`config.mk`:
```
export PLATFORM = sky130hd
export DESIGN_NAME = dmux_router
export DESIGN_NICKNAME = d
export VERILOG_FILES = /design/src/rtl/dmux_router.sv
export SDC_FILE = /design/constraint.sdc
export NUM_CORES = 1
export LEC_CHECK = 0
export CORE_ASPECT_RATIO = 0.6
export CORE_MARGIN = 10
export CORE_UTILIZATION = 30
export CTS_BUF_LIST = sky130_fd_sc_hd__clkbuf_8
export CTS_CLUSTER_DIAMETER = 30
export DETAILED_ROUTE_END_ITERATION = 10
export PLACE_DENSITY = 0.59
export SLEW_MARGIN = 20
export SYNTH_ARGS = -nofsm -noshare
export SYNTH_HDL_FRONTEND = slang
export SYNTH_SLANG_ARGS = --single-unit
```
`constraint.sdc`:
```
create_clock -name clk -period 2.2 [get_ports clk]
set_input_delay 0.22 -clock clk [delete_from_list [all_inputs] [get_ports clk]]
set_output_delay 0.22 -clock clk [all_outputs]
set_load 0.05 [all_outputs]
```
`src/rtl/dmux_router.sv`:
```
// Buffered valid/ready demultiplexer: routes each input word to one of 2**SEL_BITS per-channel FIFOs.
// Optional macro DMUX_ROUTER_DROP_EN: in_ready tied high, pushes to a full channel are dropped and counted on drop_cnt.
module dmux_router #(
    parameter int unsigned WIDTH    = 16,
    parameter int unsigned SEL_BITS = 2,
    parameter int unsigned DEPTH    = 2
) (
    input  logic                                           clk,
    input  logic                                           reset,
    input  logic [WIDTH-1:0]                               in_data,
    input  logic [SEL_BITS-1:0]                            in_sel,
    input  logic                                           in_valid,
    output logic                                           in_ready,
    output logic [WIDTH*(2**SEL_BITS)-1:0]                 out_data,
    output logic [(2**SEL_BITS)-1:0]                       out_valid,
    input  logic [(2**SEL_BITS)-1:0]                       out_ready,
    output logic [(2**SEL_BITS)*($clog2(DEPTH)+1)-1:0]     occupancy
`ifdef DMUX_ROUTER_DROP_EN
    ,
    output logic [15:0]                                    drop_cnt
`endif
);

    localparam int unsigned N  = 2**SEL_BITS;
    localparam int unsigned PW = $clog2(DEPTH);
    localparam int unsigned CW = PW + 1;

    logic [WIDTH-1:0] mem_q [N][DEPTH];
    logic [PW-1:0]    wr_ptr_q [N];
    logic [PW-1:0]    wr_ptr_d [N];
    logic [PW-1:0]    rd_ptr_q [N];
    logic [PW-1:0]    rd_ptr_d [N];
    logic [CW-1:0]    cnt_q [N];
    logic [CW-1:0]    cnt_d [N];

    logic [N-1:0]     pop_c;
    logic [N-1:0]     push_vec_c;
    logic             push_c;
    logic             full_c;
    logic             sel_pop_c;

    always_comb begin
        for (int unsigned k = 0; k < N; k++) begin
            pop_c[k] = (cnt_q[k] != '0) && out_ready[k];
        end
    end

    // A full channel still takes a word when it pops in the same cycle.
    always_comb begin
        full_c    = (cnt_q[in_sel] == CW'(DEPTH));
        sel_pop_c = pop_c[in_sel];
`ifdef DMUX_ROUTER_DROP_EN
        in_ready  = 1'b1;
`else
        in_ready  = !full_c || out_ready[in_sel];
`endif
        push_c     = in_valid && in_ready && (!full_c || sel_pop_c);
        push_vec_c = '0;
        if (push_c) begin
            push_vec_c[in_sel] = 1'b1;
        end
    end

    always_comb begin
        for (int unsigned k = 0; k < N; k++) begin
            wr_ptr_d[k] = wr_ptr_q[k];
            rd_ptr_d[k] = rd_ptr_q[k];
            cnt_d[k]    = cnt_q[k];
            if (push_vec_c[k]) begin
                wr_ptr_d[k] = wr_ptr_q[k] + PW'(1);
            end
            if (pop_c[k]) begin
                rd_ptr_d[k] = rd_ptr_q[k] + PW'(1);
            end
            case ({push_vec_c[k], pop_c[k]})
                2'b10:   cnt_d[k] = cnt_q[k] + CW'(1);
                2'b01:   cnt_d[k] = cnt_q[k] - CW'(1);
                default: cnt_d[k] = cnt_q[k];
            endcase
        end
    end

    always_ff @(posedge clk or posedge reset) begin
        if (reset) begin
            for (int unsigned k = 0; k < N; k++) begin
                wr_ptr_q[k] <= '0;
                rd_ptr_q[k] <= '0;
                cnt_q[k]    <= '0;
            end
        end else begin
            for (int unsigned k = 0; k < N; k++) begin
                wr_ptr_q[k] <= wr_ptr_d[k];
                rd_ptr_q[k] <= rd_ptr_d[k];
                cnt_q[k]    <= cnt_d[k];
            end
        end
    end

    // Storage needs no reset: visibility is gated by the per-channel count.
    always_ff @(posedge clk) begin
        if (push_c) begin
            mem_q[in_sel][wr_ptr_q[in_sel]] <= in_data;
        end
    end

    always_comb begin
        for (int unsigned k = 0; k < N; k++) begin
            out_valid[k]              = (cnt_q[k] != '0);
            out_data[k*WIDTH +: WIDTH] = (cnt_q[k] != '0) ? mem_q[k][rd_ptr_q[k]] : '0;
            occupancy[k*CW +: CW]     = cnt_q[k];
        end
    end

`ifdef DMUX_ROUTER_DROP_EN
    logic        drop_c;
    logic [15:0] drop_cnt_q;

    assign drop_c   = in_valid && full_c && !sel_pop_c;
    assign drop_cnt = drop_cnt_q;

    always_ff @(posedge clk or posedge reset) begin
        if (reset) begin
            drop_cnt_q <= '0;
        end else if (drop_c && (drop_cnt_q != 16'hFFFF)) begin
            drop_cnt_q <= drop_cnt_q + 16'd1;
        end
    end
`endif

endmodule

```
=== Word level (Yosys, flattened, before mapping) ===
Memories as Yosys holds them, arrays and structs flattened.
Cells that the tools add are included.

* Flip-flop bits (word level): 16
* Memory bits (writable): 128
* Input bits: 25
* Output and inout bits: 77
* Logic and storage cells: 109
* Memories: 1

* Add/subtract/negate cells: 16
* Magnitude comparators: 9
* Eq/ne operators: 9
* Muxes and demuxes: 37
* Bitwise operators: 6
* Reductions and logical operators: 19

{| class="wikitable"
|+ Memories
! memory !! depth !! width !! read ports !! clocked after Yosys merged registers in !! wr ports !! RTL line !! text
|-
| mem_q || 4 || 32 || 4 || 0 || 1 || 28 || <nowiki>logic [WIDTH-1:0] mem_q [N][DEPTH];</nowiki>
|}

{| class="wikitable"
|+ Operators with widths
! operator !! number
|-
| $mux 16 || 17
|-
| $mux 32 || 1
|-
| $demux 16 s1 || 1
|-
| $pmux 2 s2 || 4
|-
| $reduce_bool 2->1 || 8
|-
| $eq 2x2->1 const B || 5
|-
| $ge 2x2->1 const B || 5
|-
| $not 1->2 || 5
|-
| $add 1x1->1 const B || 8
|-
| $add 2x1->2 const B || 4
|-
| $eq 2x1->1 const B || 4
|-
| $logic_and 1x1->1 || 8
|-
| $sub 2x1->2 const B || 4
|-
| $bmux 1 s2 || 3
|-
| $mux 1 || 6
|-
| $bmux 2 s2 || 1
|-
| $mux 2 || 2
|-
| $mux 4 || 1
|-
| $ge 3x3->1 const B || 1
|-
| $lt 2x3->1 const B || 1
|-
| $not 2->3 || 1
|-
| $demux 1 s2 || 1
|-
| $ge 2x1->1 const B || 1
|-
| $logic_or 1x1->1 || 2
|-
| 2 further kinds || 2
|}

=== Logic depth before layout (Yosys ltp) ===
* Word-level depth: 12
* Depth in mapped cells: 7
* Depth with buffers taken out: 6

=== Worst setup path after synthesis ===
No wires, ideal clock.

* Path type: register to register
* Start point: register cnt_q, in the netlist occupancy[1]
* End point: memory mem_q[0][0] in the netlist's numbering (enable)
* Setup time: 0.388 ns
* Data arrival time: 2.125 ns
* Required time: 1.812 ns
* Slack: -0.314 ns
* Cell stages (with the launch flop): 5
* Buffers on the path: 1
* Period minus slack after synthesis: 2.514 ns
* Cells stage by stage: dfrtp_1 > nor3b_1 > or4b_1 > buf_2 > nor2_1

* Word-level cells in the longest chain between the ends: 10
* Elaborated cells on any way between the ends: 15
* Classes of those cells: eq/ne: 1; mux: 7; reduce/logical: 7

{| class="wikitable"
|+ Ends and longest elaborated chain
! what !! RTL line !! text
|-
| start, declared || 33 || <nowiki>logic [CW-1:0] cnt_q [N];</nowiki>
|-
| start signal, assigned by index || 94 || <nowiki>cnt_q[k] <= cnt_d[k];</nowiki>
|-
| $bmux 2 s2 || 50 || <nowiki>full_c = (cnt_q[in_sel] == CW'(DEPTH));</nowiki>
|-
| $mux 2 (implied by the code) (2 in a row) || 50 ||
|-
| $eq 2x2->1 || 50 ||
|-
| $logic_not 1->1 || 55, 57 ||
|-
| $logic_or 1x1->1 || 55 || <nowiki>in_ready = !full_c || out_ready[in_sel];</nowiki>
|-
| $logic_and 1x1->1 || 57 || <nowiki>push_c = in_valid && in_ready && (!full_c || sel_pop_c);</nowiki>
|-
| $logic_and 1x1->1 (*) || 57 ||
|-
| $mux 1 (*) || 101 || <nowiki>if (push_c) begin</nowiki>
|-
| $mux 32 (implied by the code) (*) || 102 || <nowiki>mem_q[in_sel][wr_ptr_q[in_sel]] <= in_data;</nowiki>
|-
| end, declared || 28 ||
|}

Mark *: on every way between the ends. The rest lies on a longest branch, timed or not. The select of a mux whose other input is x is not followed.

=== Worst setup path after layout ===
* Start point: register cnt_q, in the netlist occupancy[3]
* End point: output port in_ready

* Word-level cells in the longest chain between the ends: 6

{| class="wikitable"
|+ Ends and longest elaborated chain
! what !! RTL line !! text
|-
| $bmux 2 s2 || 50 ||
|-
| $mux 2 (implied by the code) (2 in a row) || 50 ||
|-
| $eq 2x2->1 || 50 ||
|-
| $logic_not 1->1 || 55 ||
|-
| $logic_or 1x1->1 || 55 ||
|-
| end, declared || 13 || <nowiki>output logic in_ready,</nowiki>
|}

No other way between the ends. The select of a mux whose other input is x is not followed.

==> flow_summary.yaml <==
die:
  die_y_um: 126.2
  core_um2: 18260
  dieArea_um2: 24870
  io-pin-count: 102
  die_w_um: 197.0
  initial_core_util_pct: 30.89
  core.rowCount: 38
clocking:
  clk_latency_ns: 0.43
  cts.sinks: 144
  cts.root.buffer_cell: "clkbuf_8"
  cts_buffers: 17
  htreeDepth: 4
  ctsLongestPathBuffers: 2
  cts_setup_buffers: 0
  cts_tree: "built"
  clk_pin_slew_ns: 0.08
grt:
  antenna_found_initial: 0
  grtUsageTotal_pct: 11.68
  overflow: 0
  grt_pass1_wl_mm: 21.47
  grt_pass1_vias: 3403
  grt_start_max_net_pins: 19
setup_path:
  cp_slowest_cell: "dfrtp_1"
  worst_r2r_endpoint: "mem_q[3][3]"
  critPathKind: "flip-flop to output pin"
  crit_path_end_kind: "output pin"
  reg2reg_depth: 3
  startpoint_type: "flip-flop"
  reg2reg_from: "occupancy[7]"
  critPathMaxFanout: 4
  arrival_ns: 1.83
  critical-path-max-stage-delay_ns: 0.42
  crit_buf_inv: 2
  crit_family: "multiplexers"
  path_cells: "nor3b_1, buf_4, mux2_2, mux2i_1, buf_12"
  regToRegSetupSlack_ns: 0.16
  required_ns: 1.98
detailed_routing:
  vias_per_cell: 4.502
  wl_met3_mm: 1.019
  post_drt_wl_per_cell_um: 19.80
  drt-initial-drc-count: 216
  firstDrtPassIters: 4
  highest-signal-layer: "met4"
  routed-wl-met2_mm: 6.130
  num_vias: 3336
  wl_met1_mm: 7.415
  route.detailed.drc: 0
  routed_wl_mm: 14.67
  ant_nets: 0
status:
  run_status: "completed"
place:
  place_hpwl_mm: 10.68
  post-place-ws_ns: -0.09745
  dp_cells: 709
  placed_area_um2: 7003
  io_buffer_count: 101
  gp_routability_congestion: 0.7703
timing:
  period_share_pct: 93.16
  skew_ns: 0.01109
  final_max_slew_viol_count: 0
  worst_pin_slew_ns: 1.004
  fmax_mhz: 487.9
  fin_setup_tns_ns: 0
  relSlewSlack_pct: 33.03
  setup_viol: 0
  layout_min_cycle_time_ns: 2.050
  timing.hold.ws_ns: 0.1965
  finalHoldViolCount: 0
  rsz0062_at_grt: "true"
  fin_ws_ns: 0.1504
synthesis:
  syn_avg_cell_area_um2: 16.02
  synth_area_um2: 5640
  synth.distinct_cells: 19
  synth_nets: 381
  syn_inst: 352
  synth_seq_cells: 144
  synth_warnings: 0
  yosysSeqAreaShare_pct: 75.24
run:
  cap_violations: 0
power:
  power_density_nw_per_um2: 1560
  ir_drop_v: 0.0008291
  finalPower_mw: 11.53
  total_leakage_power_nw: 2.893
layout:
  seq_area_um2: 4245
  fin_area_um2: 7387
  nets: 517
  antenna_cells: 0
  fin_cells: 741
  syn_to_final_growth_pct: 30.97
  drive_gt1_share_pct: 27.74
  multi_input_area_um2: 1320
  utilization_pct: 40.46
  fillers: 1693
min_path:
  hold_class: "primary input to asynchronous set/reset pin"
==> how the worst max path moves through the flow <==
stage	endpoint	cells after the start	slack, ns	from
6_report	in_ready	5	0.15	occupancy[3]
3_3_place_gp	mem_q[3][3]	4	-0.03	in_sel[0]
5_1_grt	mem_q[3][3]	3	-0.004	occupancy[7]
4_1_cts	in_ready	5	0.10	occupancy[3]
3_5_place_dp	mem_q[2][10]	4	-0.1	out_ready[2]
2_1_floorplan	mem_q[1][0]	4	-0.15	occupancy[3]
==> timing repair <==
action | CTS | global route
gates resized for setup | 1 | 0
endpoints found under the setup margin | 3 | 4
hold buffers | 0 | 0
==> per-layer routing <==
metal / vias up / track usage [%]
met2: 111 / 16.51
met1: 1677 / 16.74
met4: 0 / 2.837
met3: 12 / 3.910
met5: - / 0
li1: 1536 / -
==> logic make-up after synthesis <==
| family | synth area share (%) |
|---|---|
| xor+xnor | 3.239 |
| mux | 11.91 |
| fa+ha+maj | 0.8873 |
| buf+inv | 1.797 |
| simple gates | 6.921 |
| flops | 75.24 |
==> cell usage after synthesis <==
master	count	area (um2)
nor3b_1	2	15.01
xor2_1	8	70.07
mux2i_1	66	660.6
nor2_1	80	300.3
nor2b_1	4	25.02
nand4_1	2	12.51
or3_1	1	6.260
or4b_1	1	10.01
nand2_1	1	3.750
xnor2_2	1	16.27
ha_1	4	50.05
or3b_2	2	17.52
edfxtp_1	128	3844
dfrtp_1	16	400.4
clkbuf_1	5	18.77
inv_1	10	37.54
mux2_2	1	11.26
xnor2_1	11	96.34
buf_2	9	45.04
==> final cells by class <==
type	count	share of cell area, %
clock buffer	17	3.167
clock inverter	15	2.016
inverter	10	0.5081
multi-input combinational	184	17.87
sequential	144	57.47
tap	240	4.065
timing repair buffer	131	14.91
==> cell usage in the layout (no fill, tap or decap) <==
cell type / n
bufinv_16: 2
xnor2_1: 11
clkdlybuf4s50_1: 32
or3_1: 1
xor2_1: 8
or3b_2: 2
xnor2_2: 1
nand4_1: 2
inv_1: 13
nor3b_1: 2
clkinv_4: 3
clkinvlp_4: 5
buf_12: 3
clkinv_2: 1
nor2_4: 2
nor2b_1: 4
inv_6: 1
or4b_1: 1
edfxtp_1: 128
clkbuf_8: 17
nand2_1: 1
mux2_2: 1
nor2_1: 74
buf_4: 96
ha_1: 4
nor2_2: 4
dfrtp_1: 15
dfrtp_2: 1
mux2i_1: 66
==> registers in the layout, indices dropped and copies added (netlist names) <==
| name | count |
|---|---|
| rd_ptr_q | 4 |
| wr_ptr_q | 4 |
| mem_q | 128 |
| occupancy | 8 |
==> power breakdown <==
| group | total [mW] | internal (mW) | leakage, nW | switching, mW |
|---|---|---|---|---|
| Clock | 1.99 | 0.999 | 0.188 | 0.991 |
| Combinational | 6.01 | 1.85 | 1.36 | 4.16 |
| Sequential | 3.52 | 3.30 | 1.35 | 0.217 |
(Power assumes the default switching activity.)
